## src/rtl/addr_sequencer.sv

```systemverilog
// Burst address sequencer for the operand/result RAM path: it issues consecutive
// addresses with a per-address enable, honours stall, then drains and pulses done.
module addr_sequencer #(
  parameter int unsigned ADDR_WIDTH   = 11,
  parameter int unsigned DRAIN_CYCLES = 4
) (
  input  logic                  pll_clock,
  input  logic                  reset_n,
  input  logic                  start,
  input  logic [ADDR_WIDTH-1:0] base_addr,
  input  logic [ADDR_WIDTH:0]   count,
  input  logic                  stall,
  output logic [ADDR_WIDTH-1:0] addr_out,
  output logic                  e_out,
  output logic                  busy,
  output logic                  done
);

  typedef enum logic [1:0] {IDLE, RUN, DRAIN, DONE} state_t;

  localparam logic [3:0] DRAIN_LOAD = 4'(DRAIN_CYCLES);

  state_t                state, state_nxt;
  logic [ADDR_WIDTH-1:0] next_addr, next_addr_nxt;
  logic [ADDR_WIDTH-1:0] addr_nxt;
  logic [ADDR_WIDTH:0]   remaining, remaining_nxt;
  logic [3:0]            drain_cnt, drain_nxt;
  logic                  e_nxt, busy_nxt, done_nxt;

  always_ff @(posedge pll_clock or negedge reset_n) begin
    if (!reset_n) begin
      state     <= IDLE;
      next_addr <= '0;
      remaining <= '0;
      drain_cnt <= '0;
      addr_out  <= '0;
      e_out     <= 1'b0;
      busy      <= 1'b0;
      done      <= 1'b0;
    end else begin
      state     <= state_nxt;
      next_addr <= next_addr_nxt;
      remaining <= remaining_nxt;
      drain_cnt <= drain_nxt;
      addr_out  <= addr_nxt;
      e_out     <= e_nxt;
      busy      <= busy_nxt;
      done      <= done_nxt;
    end
  end

  always_comb begin
    state_nxt     = state;
    next_addr_nxt = next_addr;
    remaining_nxt = remaining;
    drain_nxt     = drain_cnt;
    addr_nxt      = addr_out;
    e_nxt         = 1'b0;

    case (state)
      IDLE: begin
        if (start) begin
          if (count != '0) begin
            next_addr_nxt = base_addr;
            remaining_nxt = count;
            state_nxt     = RUN;
          end else begin
            state_nxt = DONE;
          end
        end
      end
      RUN: begin
        if (!stall) begin
          addr_nxt      = next_addr;
          e_nxt         = 1'b1;
          next_addr_nxt = next_addr + ADDR_WIDTH'(1);
          remaining_nxt = remaining - (ADDR_WIDTH + 1)'(1);
          if (remaining == (ADDR_WIDTH + 1)'(1)) begin
            drain_nxt = DRAIN_LOAD;
            state_nxt = DRAIN;
          end
        end
      end
      DRAIN: begin
        // Counting down to zero (not one) because done is registered off the
        // next state: this lands done DRAIN_CYCLES+1 cycles after the last enable.
        if (drain_cnt == '0) begin
          state_nxt = DONE;
        end else begin
          drain_nxt = drain_cnt - 4'd1;
        end
      end
      DONE: state_nxt = IDLE;
      default: state_nxt = IDLE;
    endcase

    busy_nxt = (state_nxt == RUN) || (state_nxt == DRAIN);
    done_nxt = (state_nxt == DONE);
  end

endmodule

```

## config.mk

```make
export PLATFORM = sky130hd
export DESIGN_NAME = addr_sequencer
export DESIGN_NICKNAME = d
export VERILOG_FILES = /design/src/rtl/addr_sequencer.sv
export SDC_FILE = /design/constraint.sdc
export NUM_CORES = 1
export LEC_CHECK = 0
export ABC_AREA = 1
export BUFFER_PORTS_ARGS = -buffer_cell sky130_fd_sc_hd__clkbuf_2
export CELL_PAD_IN_SITES_DETAIL_PLACEMENT = 0
export CELL_PAD_IN_SITES_GLOBAL_PLACEMENT = 1
export CORE_MARGIN = 2
export CORE_UTILIZATION = 30
export CTS_CLUSTER_SIZE = 14
export DETAILED_ROUTE_END_ITERATION = 6
export MAX_ROUTING_LAYER = met4
export PLACE_DENSITY_LB_ADDON = 0.1
export RECOVER_POWER = 25
export SYNTH_ARGS = -nofsm -noshare
export SYNTH_HDL_FRONTEND = slang
export SYNTH_SLANG_ARGS = --single-unit
```

## constraint.sdc

```tcl
create_clock -name pll_clock -period 1.94 [get_ports pll_clock]
set_input_delay 0.388 -clock pll_clock [delete_from_list [all_inputs] [get_ports pll_clock]]
set_output_delay 0.388 -clock pll_clock [all_outputs]
set_load 0.05 [all_outputs]
```

# --- Word level (Yosys, flattened, before mapping) ---
# Cells that the tools add are included.
totals:
  reg_bits: 43
  latchBits: 0
  ram_bits: 0
  rom_bits: 0
  in_bits: 27
  output_inout_bits: 14
  word_cells: 53
  memories: 0
classes:
  add_sub_neg: 3
  multipliers: 0
  n_div: 0
  order_cmp: 0
  eq_ne: 12
  shift: 0
  muxes: 20
  bitwise: 1
  n_reduce_logical: 9
op_table:
  columns: ["op", "n"]
  rows:
  - ["$mux 12", 3]
  - ["$mux 11", 3]
  - ["$pmux 12 s2", 1]
  - ["$pmux 11 s2", 1]
  - ["$eq 12x1->1 const B", 1]
  - ["$mux 4", 3]
  - ["$reduce_bool 12->1", 1]
  - ["$sub 12x1->12 const B", 1]
  - ["$add 11x1->11 const B", 1]
  - ["$mux 2", 5]
  - ["$ne 2x2->1 const B", 5]
  - ["$eq 2x2->1 const B", 4]
  - ["$pmux 2 s4", 1]
  - ["$pmux 4 s2", 1]
  - ["$reduce_and 4->1", 2]
  - ["$eq 2x1->1 const B", 2]
  - ["$logic_not 4->1", 1]
  - ["$reduce_bool 2->1", 2]
  - ["$sub 4x1->4 const B", 1]
  - ["$logic_not 2->1", 1]
  - ["$mux 1", 2]
  - ["$reduce_and 2->1", 1]
  - ["$logic_or 1x1->1", 1]
  - ["$not 1->1", 1]

# --- Logic depth before layout (Yosys ltp) ---
# Gate-level depths: netlist of run 1.
depth:
  word_depth: 6
  mapped_depth: 10
  mapped_depth_nobuf: 10

# --- Least setup slack after synthesis of run 1 ---
# Ideal clock, no wire load.
synth_timing:
  path_type: "register -> register"
  startpoint: "register remaining[1]"
  endpoint: "register busy"
  setup_ps: 126
  arrival_ps: 1337
  required_ps: 1814
  slack_ps: 477
  stages_incl_launch_ff: 8
  n_path_buf: 0
  period_less_slack_ps: 1463
  cell_sequence: "dfrtp_1 > inv_1 > ha_1 > nand2_1 > nor3_1 > nand4_1 > nand3_1 > ha_1"
synth_via:
  elab_chain_len: 6
  word_cells_on_any_way: 7
  classes_between: "eq/ne: 3; mux: 3; reduce/logical: 1"
synth_rtl:
  columns: ["element", "line_no", "source"]
  rows:
  - ["from (decl)", "26", "logic [ADDR_WIDTH:0] remaining, remaining_nxt;"]
  - ["from (signal assigned)", "43", "remaining <= remaining_nxt;"]
  - ["$eq 12x1->1 *", "78", "if (remaining == (ADDR_WIDTH + 1)'(1)) begin"]
  - ["$mux 2 *", "78", null]
  - ["$mux 2 *", "73", "if (!stall) begin"]
  - ["$pmux 2 s4 *", "60", "case (state)"]
  - ["$eq 2x1->1 or $eq 2x2->1 (tied branches)", "97", "busy_nxt = (state_nxt == RUN) || (state_nxt == DRAIN);"]
  - ["$logic_or 1x1->1 *", "97", null]
  - ["via busy_nxt", "28", "logic e_nxt, busy_nxt, done_nxt;"]
  - ["to (signal assigned)", "47", "busy <= busy_nxt;"]
  - ["to (decl)", "15", "output logic busy,"]
# Mark *: on every way through the listed nets, which the timed path passes. The rest lies on a longest branch.
# A chain may end at the register's enable or synchronous reset.

# --- Final worst setup path of run 1 ---
layout_timing:
  startpoint: "register remaining[0]"
  endpoint: "register remaining[10]"
layout_via:
  elab_chain_len: 3
layout_rtl:
  columns: ["element", "line_no", "source"]
  rows:
  - ["$sub 12x1->12", "77", "remaining_nxt = remaining - (ADDR_WIDTH + 1)'(1);"]
  - ["$mux 12", "73", null]
  - ["$pmux 12 s2", "60", null]
# Every way passes these cells. The select of a mux whose other input is x is not followed.

==> flow_summary_export.csv, run 1 <==
group,metric,value,unit
outcome,status,"complete, no violations",
setup_path,critPathMaxFanout,5,
grt,grt_usage,15.7,%
floorplan,initial_core_util,31.0,%
grt,grt_max_degree,29,
clock_network,numCtsBuffers,5,
floorplan,die_area,0.00923,sq mm
setup_path,start_kind,"register",
floorplan,die_y,96.1,um
detailed_routing,viasPerCell,4.61,
setup_path,critPathCaptureType,"register",
finish,syn_to_final_growth,17.5,%
finish,final_common_cell,"nand2_1",
sta,finalHoldViolCount,0,
finish,fillers,885,
detailed_routing,postRouteWirelength,6440,um
setup_path,worstPathRequired,2140,ps
sta,fin_skew,6.44,ps
yosys,yosys.area.top_type,"dfrtp_1",
grt,overflow,0,
clock_network,clk_latency,300,ps
yosys,synth_cell_types,24,
clock_network,htreeDepth,2,
power,p_comb_share,50.4,%
sta,rsz0062_at_grt,"false",
power,p_seq_share,32.1,%
placement,dpl.hpwl,4790,um
sta,slew_violations,0,
sta,timing.setup.tns,0,ps
sta,setup_slack,231,ps
detailed_routing,drc,0,
finish,final_cell_mix,"nand2_1 (134), dfrtp_1 (43), clkbuf_2 (40)",
detailed_routing,antenna_left,0,
detailed_routing,wl_per_cell,12.6,um
yosys,ys_top_cells_by_area,"dfrtp_1 (42%), nand2_1 (20%), nand3_1 (7.1%)",
finish,multi_input_area,0.00124,sq mm
clock_network,clk_pin_slew,90,ps
yosys,yosysSeqAreaShare,42.3,%
clock_network,clk_path_buf_depth,2,
sta,period_share,88.1,%
detailed_routing,drt-pass1-iter-count,4,
finish,final_nets,438,
setup_path,slowest_stage,"dfrtp_1",
run,cap_viol_max_count,0,
clock_network,cts_sinks,43,
sta,fmax,585,MHz
setup_path,crit_start,"remaining[0]$_DFFE_PN0P_",
min_path,hold_class,"input port to async pin",
power,power.clock.fraction,17.5,%
setup_path,r2r_slack,230,ps
yosys,yosysWarnings,0,
finish,seqCellArea,0.00108,sq mm
clock_network,cts_tree,"done",
setup_path,worstPathArrival,1910,ps
grt,grt_pass1_vias,2177,
detailed_routing,drtIter0Drc,78,
finish,num_antenna_cells,0,
finish,drive_gt1_share,16.0,%
power,swShare,47.5,%
detailed_routing,vias,2358,
power,vdd_drop_max,0.554,mV
sta,post-route-min-period,1710,ps
placement,portBuffers,40,
setup_path,reg2reg_to,"remaining[10]$_DFFE_PN0P_",
setup_path,cp_common_cell,"nand2_1",
floorplan,rows,33,
setup_path,max_stage_delay,420,ps
floorplan,ioPinCount,41,
yosys,syn_inst,362,
setup_path,crit_buf_inv,1,
clock_network,cts.repair.resized,0,
power,power_density,1620,mW/mm^2
yosys,synth_top_area_share,42.3,%
setup_path,rr_startpoint,"remaining[0]$_DFFE_PN0P_",
finish,final_cell_count_no_fill,512,
yosys,synth_nets,394,
power,p_leak,1.60,nW
yosys,ys_seq_elements,43,
placement,dpl_worst_slack,239,ps
floorplan,fp.dieW,96.1,um
setup_path,crit_type,"register to register",
yosys,syn_avg_cell_area,7.03,sq um
floorplan,core_area,0.00822,sq mm
power,p_switching,2.30,mW
grt,grt_pass1_wl,10600,um
sta,slew_headroom,29.9,%
clock_network,cts_root_buf,"clkbuf_8",
setup_path,reg2regPathDepth,9,
setup_path,critPathTopFamily,"simple AND/OR/NAND/NOR gates",
clock_network,post-cts-setup-buffers,0,
sta,worst_slew_pin_slew,1050,ps
finish,utilization,36.4,%
placement,place.gp.congestion,0.757,
yosys,syn-cell-area,0.00254,sq mm
grt,grt_antenna_before_repair,0,
setup_path,path_cells,"inv_1, ha_1, nand3_1, nor2_1, nand2_1, nand2_1, nand3_1, nand2_1, nand2_1",
clock_network,postCtsHoldBufs,0,
sta,finalSetupViolCount,0,
power,internal_power,2.54,mW
placement,place_inst,504,
## synthesized netlist by cell type (all sizes together)
cell and instances:
a21oi 2, and2 1, buf 5, clkbuf 6, dfrtp 43, ha 5
inv 38, nand2 136, nand3 37, nand4 7, nor2 38, nor3 2
o211ai 1, o21ai 36, o31ai 1, or2 4
## metal layers
metal  part of all wire, %  global-route usage (%)  vias up
met5                     0                       -        -
met4                   2.1                    5.36        0
met3                   3.3                    2.58       10
met2                    47                    25.5       44
met1                    48                    19.7     1070
li1                      -                       -     1234
## sequential cells by signal, indices dropped and copies added, names as in the netlist
| name | count |
|---|---|
| addr_out | 11 |
| busy | 1 |
| done | 1 |
| drain_cnt | 4 |
| e_out | 1 |
| next_addr | 11 |
| remaining | 12 |
| state | 2 |
## power by group through the flow
stage / sequential [mW] / clock (mW) / combinational [mW]
2_1_floorplan: 1.89 / 0 / 1.56
3_5_place_dp: 1.57 / 0 / 2.48
6_report: 1.56 / 0.849 / 2.44
3_3_place_gp: 1.57 / 0 / 2.48
5_1_grt: 1.60 / 0.919 / 2.81
4_1_cts: 1.56 / 0.876 / 2.49
## logic make-up (layout without fill, tap and decap cells)
group / count (synthesis) / count (layout) / share of synthesized area (%)
AOI/OAI and AO/OA: 40 / 40 / 8.66
adders and majority gates: 5 / 5 / 2.46
buffers and inverters: 49 / 94 / 8.80
DFF: 43 / 43 / 42.3
and+or+nand+nor: 225 / 225 / 37.8
## how the worst max path moves through the flow
stage                     slack [ps]                        end  depth (start not counted)
after floorplan                  480             busy$_DFF_PN0_                          7
after global placement           250   next_addr[6]$_DFFE_PN0P_                          9
after global routing              50  remaining[10]$_DFFE_PN0P_                          9
after CTS                        240  remaining[10]$_DFFE_PN0P_                          9
after detailed placement         240   remaining[0]$_DFFE_PN0P_                          9
final                            230  remaining[10]$_DFFE_PN0P_                          9
## area by class of cell
class	count	share of cell area [%]
Clock buffer	6	2.43
Clock inverter	2	2.01
Inverter	38	4.94
Multi-Input combinational cell	270	41.6
Sequential cell	43	36.0
Tap cell	105	4.40
Timing Repair Buffer	48	8.58
## stage by stage
step	total power, mW	hold slack [ps]	area, sq um
5_1_grt	5.33	359	2990
2_1_floorplan	3.45	92.4	2540
4_1_cts	4.92	65.1	3000
3_3_place_gp	4.05	402	2870
6_report	4.84	241	2990
3_5_place_dp	4.05	400	2870
No activity file was read; power rests on OpenSTA's default activity.
==> inputs of run 2 (changes only) <==
Settings changed: CORE_ASPECT_RATIO from default to 2, SKIP_CTS_REPAIR_TIMING from default to 1.
==> run 2 against run 1 <==
Compared with the run above:
- fmax is 7.8% higher
- largest power group unchanged
- final area increased by 1.8%
- non-clock buffer count increased by 1
- worst setup slack better by 120 ps
- sequential share of layout area shrank 0.65 points
==> flow_summary_export.csv, run 2 (same netlist as run 1, synthesis figures left out) <==
group,metric,value,unit
clock_network,clk_pin_slew,60,ps
power,power_density,1660,mW/mm^2
clock_network,cts_tree,"done",
sta,slew_headroom,27.0,%
placement,dpl_worst_slack,180,ps
grt,grt_max_degree,29,
placement,dpl.hpwl,5450,um
power,power.clock.fraction,19.8,%
placement,portBuffers,40,
finish,final_common_cell,"nand2_1",
setup_path,crit_buf_inv,1,
sta,fmax,631,MHz
clock_network,htreeDepth,2,
clock_network,cts_sinks,43,
grt,grt_pass1_wl,11600,um
sta,finalSetupViolCount,0,
placement,place.gp.congestion,0.809,
power,vdd_drop_max,0.575,mV
floorplan,die_y,134,um
clock_network,numCtsBuffers,5,
setup_path,worstPathArrival,1750,ps
finish,num_antenna_cells,0,
sta,fin_skew,2.21,ps
detailed_routing,drc,0,
floorplan,rows,47,
grt,grt_usage,16.6,%
setup_path,path_cells,"inv_1, ha_1, nand2_1, nor3_1, nand3_1, nand2_1, o211ai_1, ha_1",
power,p_comb_share,49.4,%
setup_path,cp.depth,8,
sta,timing.setup.tns,0,ps
finish,largest-register,"remaining",
detailed_routing,wl_per_cell,13.8,um
power,p_leak,1.63,nW
sta,period_share,81.7,%
detailed_routing,postRouteWirelength,7000,um
finish,final_cell_mix,"nand2_1 (134), dfrtp_1 (43), clkbuf_2 (39)",
clock_network,cts_root_buf,"clkbuf_16",
grt,grt_antenna_before_repair,0,
sta,finalHoldViolCount,0,
setup_path,worstPathRequired,2110,ps
setup_path,slowest_stage,"dfrtp_1",
finish,syn_to_final_growth,19.6,%
setup_path,start_kind,"register",
setup_path,critPathMaxFanout,3,
detailed_routing,viasPerCell,4.61,
grt,grt_pass1_vias,2404,
clock_network,clk_path_buf_depth,2,
detailed_routing,drtIter0Drc,123,
floorplan,fp.dieW,69.1,um
floorplan,die_area,0.00928,sq mm
finish,drive_gt1_share,16.4,%
floorplan,initial_core_util,30.9,%
power,internal_power,2.69,mW
outcome,status,"complete, no violations",
sta,setup_slack,355,ps
floorplan,core_area,0.00823,sq mm
setup_path,crit_type,"register to register",
sta,rsz0062_at_grt,"false",
detailed_routing,antenna_left,0,
power,p_seq_share,30.8,%
detailed_routing,vias,2334,
clock_network,clk_latency,280,ps
sta,slew_violations,0,
setup_path,max_stage_delay,380,ps
detailed_routing,drt-pass1-iter-count,4,
run,cap_viol_max_count,0,
setup_path,critPathCaptureType,"register",
power,p_switching,2.35,mW
setup_path,reg2regPathDepth,8,
setup_path,critPathTopFamily,"adder cells",
finish,largest_reg_flops,12,
floorplan,ioPinCount,41,
finish,largest_registers,"remaining (12), addr_out (11), next_addr (11)",
power,swShare,46.7,%
grt,overflow,0,
sta,worst_slew_pin_slew,1100,ps
finish,final_nets,439,
sta,post-route-min-period,1590,ps
min_path,hold_class,"input port to async pin",
## run 2: area by class of cell
type | instances | area (sq um)
Sequential cell | 43 | 1080
Clock inverter | 2 | 35.0
Clock buffer | 6 | 139
Multi-Input combinational cell | 270 | 1240
Tap cell | 98 | 123
Timing Repair Buffer | 49 | 279
Fill cell | 903 | 5190
Inverter | 38 | 148
## run 2: power groups by stage
stage          Clock (mW)  Sequential (mW)  Combinational [mW]
3_3_place_gp            0             1.57                2.53
4_1_cts              1.03             1.56                2.55
2_1_floorplan           0             1.89                1.56
5_1_grt              1.06             1.61                2.84
3_5_place_dp            0             1.57                2.55
6_report            0.997             1.55                2.49
## run 2: routing by layer
layer	GRT usage (%)	part of all wire, %
met1	15.4	37
met2	33.5	59
met3	2.03	1.9
met4	5.66	1.6
met5	-	0
## run 2: stage by stage
| step | utilization, % | instance area, sq um | hold WS (ps) | power (mW) | instances |
|---|---|---|---|---|---|
| final | 37.0 | 3040 | 288 | 5.04 | 506 |
| after global routing | 37.0 | 3040 | 394 | 5.51 | 506 |
| after CTS | 37.0 | 3040 | 84.0 | 5.14 | 506 |
| after detailed placement | 34.9 | 2870 | 393 | 4.12 | 498 |
| after global placement | 34.9 | 2870 | 392 | 4.10 | 498 |
| after floorplan | - | 2540 | 92.4 | 3.45 | 362 |
## run 2: path summary, 6_finish.rpt
path | from | end | slack [ps]
max | remaining[1]$_DFFE_PN0P_ | busy$_DFF_PN0_ | 350
min | reset_n | addr_out[2]$_DFFE_PN0P_ | 290
max reg2reg | remaining[1]$_DFFE_PN0P_ | busy$_DFF_PN0_ | 350
min reg2reg | addr_out[8]$_DFFE_PN0P_ | addr_out[8]$_DFFE_PN0P_ | 480
max in group asynchronous | reset_n | addr_out[7]$_DFFE_PN0P_ | 940
min in group pll_clock | base_addr[1] | next_addr[1]$_DFFE_PN0P_ | 410
==> inputs of run 3 (changes only) <==
Clock period 1.94 ns to 1.6 ns, I/O delays scaled along.
==> run 3 against run 2 <==
Compared with the run above:
- final area increased by 5.2%
- combinational power is 34% higher
- sequential power increased by 21%
- first-iteration DRC count shrank 18%
- power up 30%
- routed wire length up 0.17%
- largest cell class unchanged
==> flow_summary_export.csv, run 3 (same netlist as run 1, synthesis figures left out) <==
group,metric,value,unit
outcome,status,"complete, no violations",
setup_path,crit_type,"register to register",
floorplan,ioPinCount,41,
grt,overflow,0,
min_path,hold_class,"input port to async pin",
detailed_routing,postRouteWirelength,7010,um
power,power_density,2040,mW/mm^2
sta,period_share,94.9,%
floorplan,rows,47,
sta,finalHoldViolCount,0,
power,p_comb_share,51.0,%
grt,grt_pass1_vias,2488,
clock_network,clk_path_buf_depth,2,
clock_network,htreeDepth,2,
setup_path,worstPathRequired,1770,ps
detailed_routing,antenna_left,0,
sta,finalSetupViolCount,0,
detailed_routing,drt-pass1-iter-count,4,
sta,timing.setup.tns,0,ps
detailed_routing,drc,0,
finish,final_cell_mix,"nand2_1 (133), dfrtp_1 (43), clkbuf_2 (41)",
finish,syn_to_final_growth,25.8,%
detailed_routing,vias,2419,
setup_path,reg2regPathDepth,8,
finish,final_nets,451,
finish,largest_reg_flops,12,
clock_network,cts_root_buf,"clkbuf_16",
setup_path,worstPathArrival,1690,ps
detailed_routing,drtIter0Drc,101,
finish,largest_registers,"remaining (12), addr_out (11), next_addr (11)",
power,swShare,45.1,%
floorplan,die_area,0.00928,sq mm
clock_network,cts_sinks,43,
sta,slew_violations,0,
power,vdd_drop_max,0.756,mV
power,p_seq_share,28.8,%
finish,drive_gt1_share,20.5,%
grt,grt_usage,16.6,%
power,p_switching,2.94,mW
grt,grt_pass1_wl,11700,um
run,cap_viol_max_count,0,
floorplan,initial_core_util,30.9,%
setup_path,critPathCaptureType,"register",
clock_network,cts_tree,"done",
setup_path,critPathMaxFanout,3,
clock_network,clk_pin_slew,70,ps
sta,rsz0062_at_grt,"true",
sta,fin_skew,7.32,ps
detailed_routing,viasPerCell,4.67,
sta,worst_slew_pin_slew,1170,ps
sta,post-route-min-period,1520,ps
sta,slew_headroom,22.0,%
clock_network,clk_latency,290,ps
detailed_routing,wl_per_cell,13.5,um
floorplan,core_area,0.00823,sq mm
power,internal_power,3.59,mW
clock_network,numCtsBuffers,5,
power,p_leak,1.71,nW
setup_path,start_kind,"register",
sta,fmax,659,MHz
floorplan,die_y,134,um
finish,final_cell_count_no_fill,518,
finish,fillers,905,
placement,place_inst,509,
floorplan,fp.dieW,69.1,um
finish,num_antenna_cells,0,
grt,grt_max_degree,44,
placement,portBuffers,40,
finish,largest-register,"remaining",
finish,final_common_cell,"nand2_1",
grt,grt_antenna_before_repair,0,
placement,place.gp.congestion,0.861,
power,power.clock.fraction,20.3,%
placement,dpl.hpwl,5400,um
## run 3: cell types whose count changed in the layout (fill, tap and decap cells not counted), sizes merged
cell,delta
buf,+11
bufinv,+1
clkbuf,+1
clkinv,-1
## run 3: final timing paths
| kind | start | to | slack [ps] |
|---|---|---|---|
| hold reg to reg | addr_out[8]$_DFFE_PN0P_ | addr_out[8]$_DFFE_PN0P_ | 480 |
| max in group asynchronous | reset_n | next_addr[9]$_DFFE_PN0P_ | 530 |
| setup reg to reg | remaining[1]$_DFFE_PN0P_ | busy$_DFF_PN0_ | 80 |
| hold / removal | reset_n | addr_out[3]$_DFFE_PN0P_ | 320 |
| setup / recovery | remaining[1]$_DFFE_PN0P_ | busy$_DFF_PN0_ | 80 |
| min in group pll_clock | start | state[1]$_DFF_PN0_ | 340 |
## run 3: stage by stage
| step | hold WS [ps] | worst slack, ps | utilization, % | total power, mW | instance area, sq um |
|---|---|---|---|---|---|
| finish | 319 | 82.4 | 38.9 | 6.53 | 3200 |
| global route | 355 | -31.8 | 38.9 | 7.17 | 3200 |
| CTS | 11.2 | 34.1 | 38.5 | 6.57 | 3170 |
| detailed placement | 330 | 45.1 | 36.2 | 5.19 | 2980 |
| global placement | 332 | 62.9 | 36.2 | 5.16 | 2980 |
| floorplan | 24.4 | 137 | - | 4.18 | 2540 |
## run 3: layer usage
| metal | vias up | part of all wire (%) | routed length, um | track usage, % |
|---|---|---|---|---|
| li1 | 1256 | - | - | - |
| met1 | 1122 | 36 | 2530 | 15.6 |
| met2 | 35 | 60 | 4190 | 32.1 |
| met3 | 6 | 2.0 | 137 | 2.48 |
| met4 | 0 | 2.2 | 157 | 7.73 |
| met5 | - | 0 | 0 | - |
## run 3: power groups by stage
stage	sequential [mW]	clock, mW	combinational, mW
after floorplan	2.29	0	1.89
after global placement	1.88	0	3.28
after detailed placement	1.89	0	3.30
after CTS	1.87	1.38	3.32
after global routing	1.93	1.43	3.80
final	1.88	1.32	3.33
## run 3: cell type report
type / instances / area (sq um) / share of cell area, %
Multi-Input combinational cell: 270 / 1280 / 40.1
Sequential cell: 43 / 1080 / 33.6
Timing Repair Buffer: 61 / 380 / 11.9
Inverter: 38 / 150 / 4.69
Clock buffer: 6 / 129 / 4.03
Tap cell: 98 / 123 / 3.83
Clock inverter: 2 / 60.1 / 1.88
## run 3: worst max-delay path: stages (launching register included)
cell	delay, ps
dfrtp_1	380
inv_2	80
ha_4	140
nand2_4	50
nor3_4	180
nand3_1	100
nand2_1	70
o211ai_1	110
ha_1	290
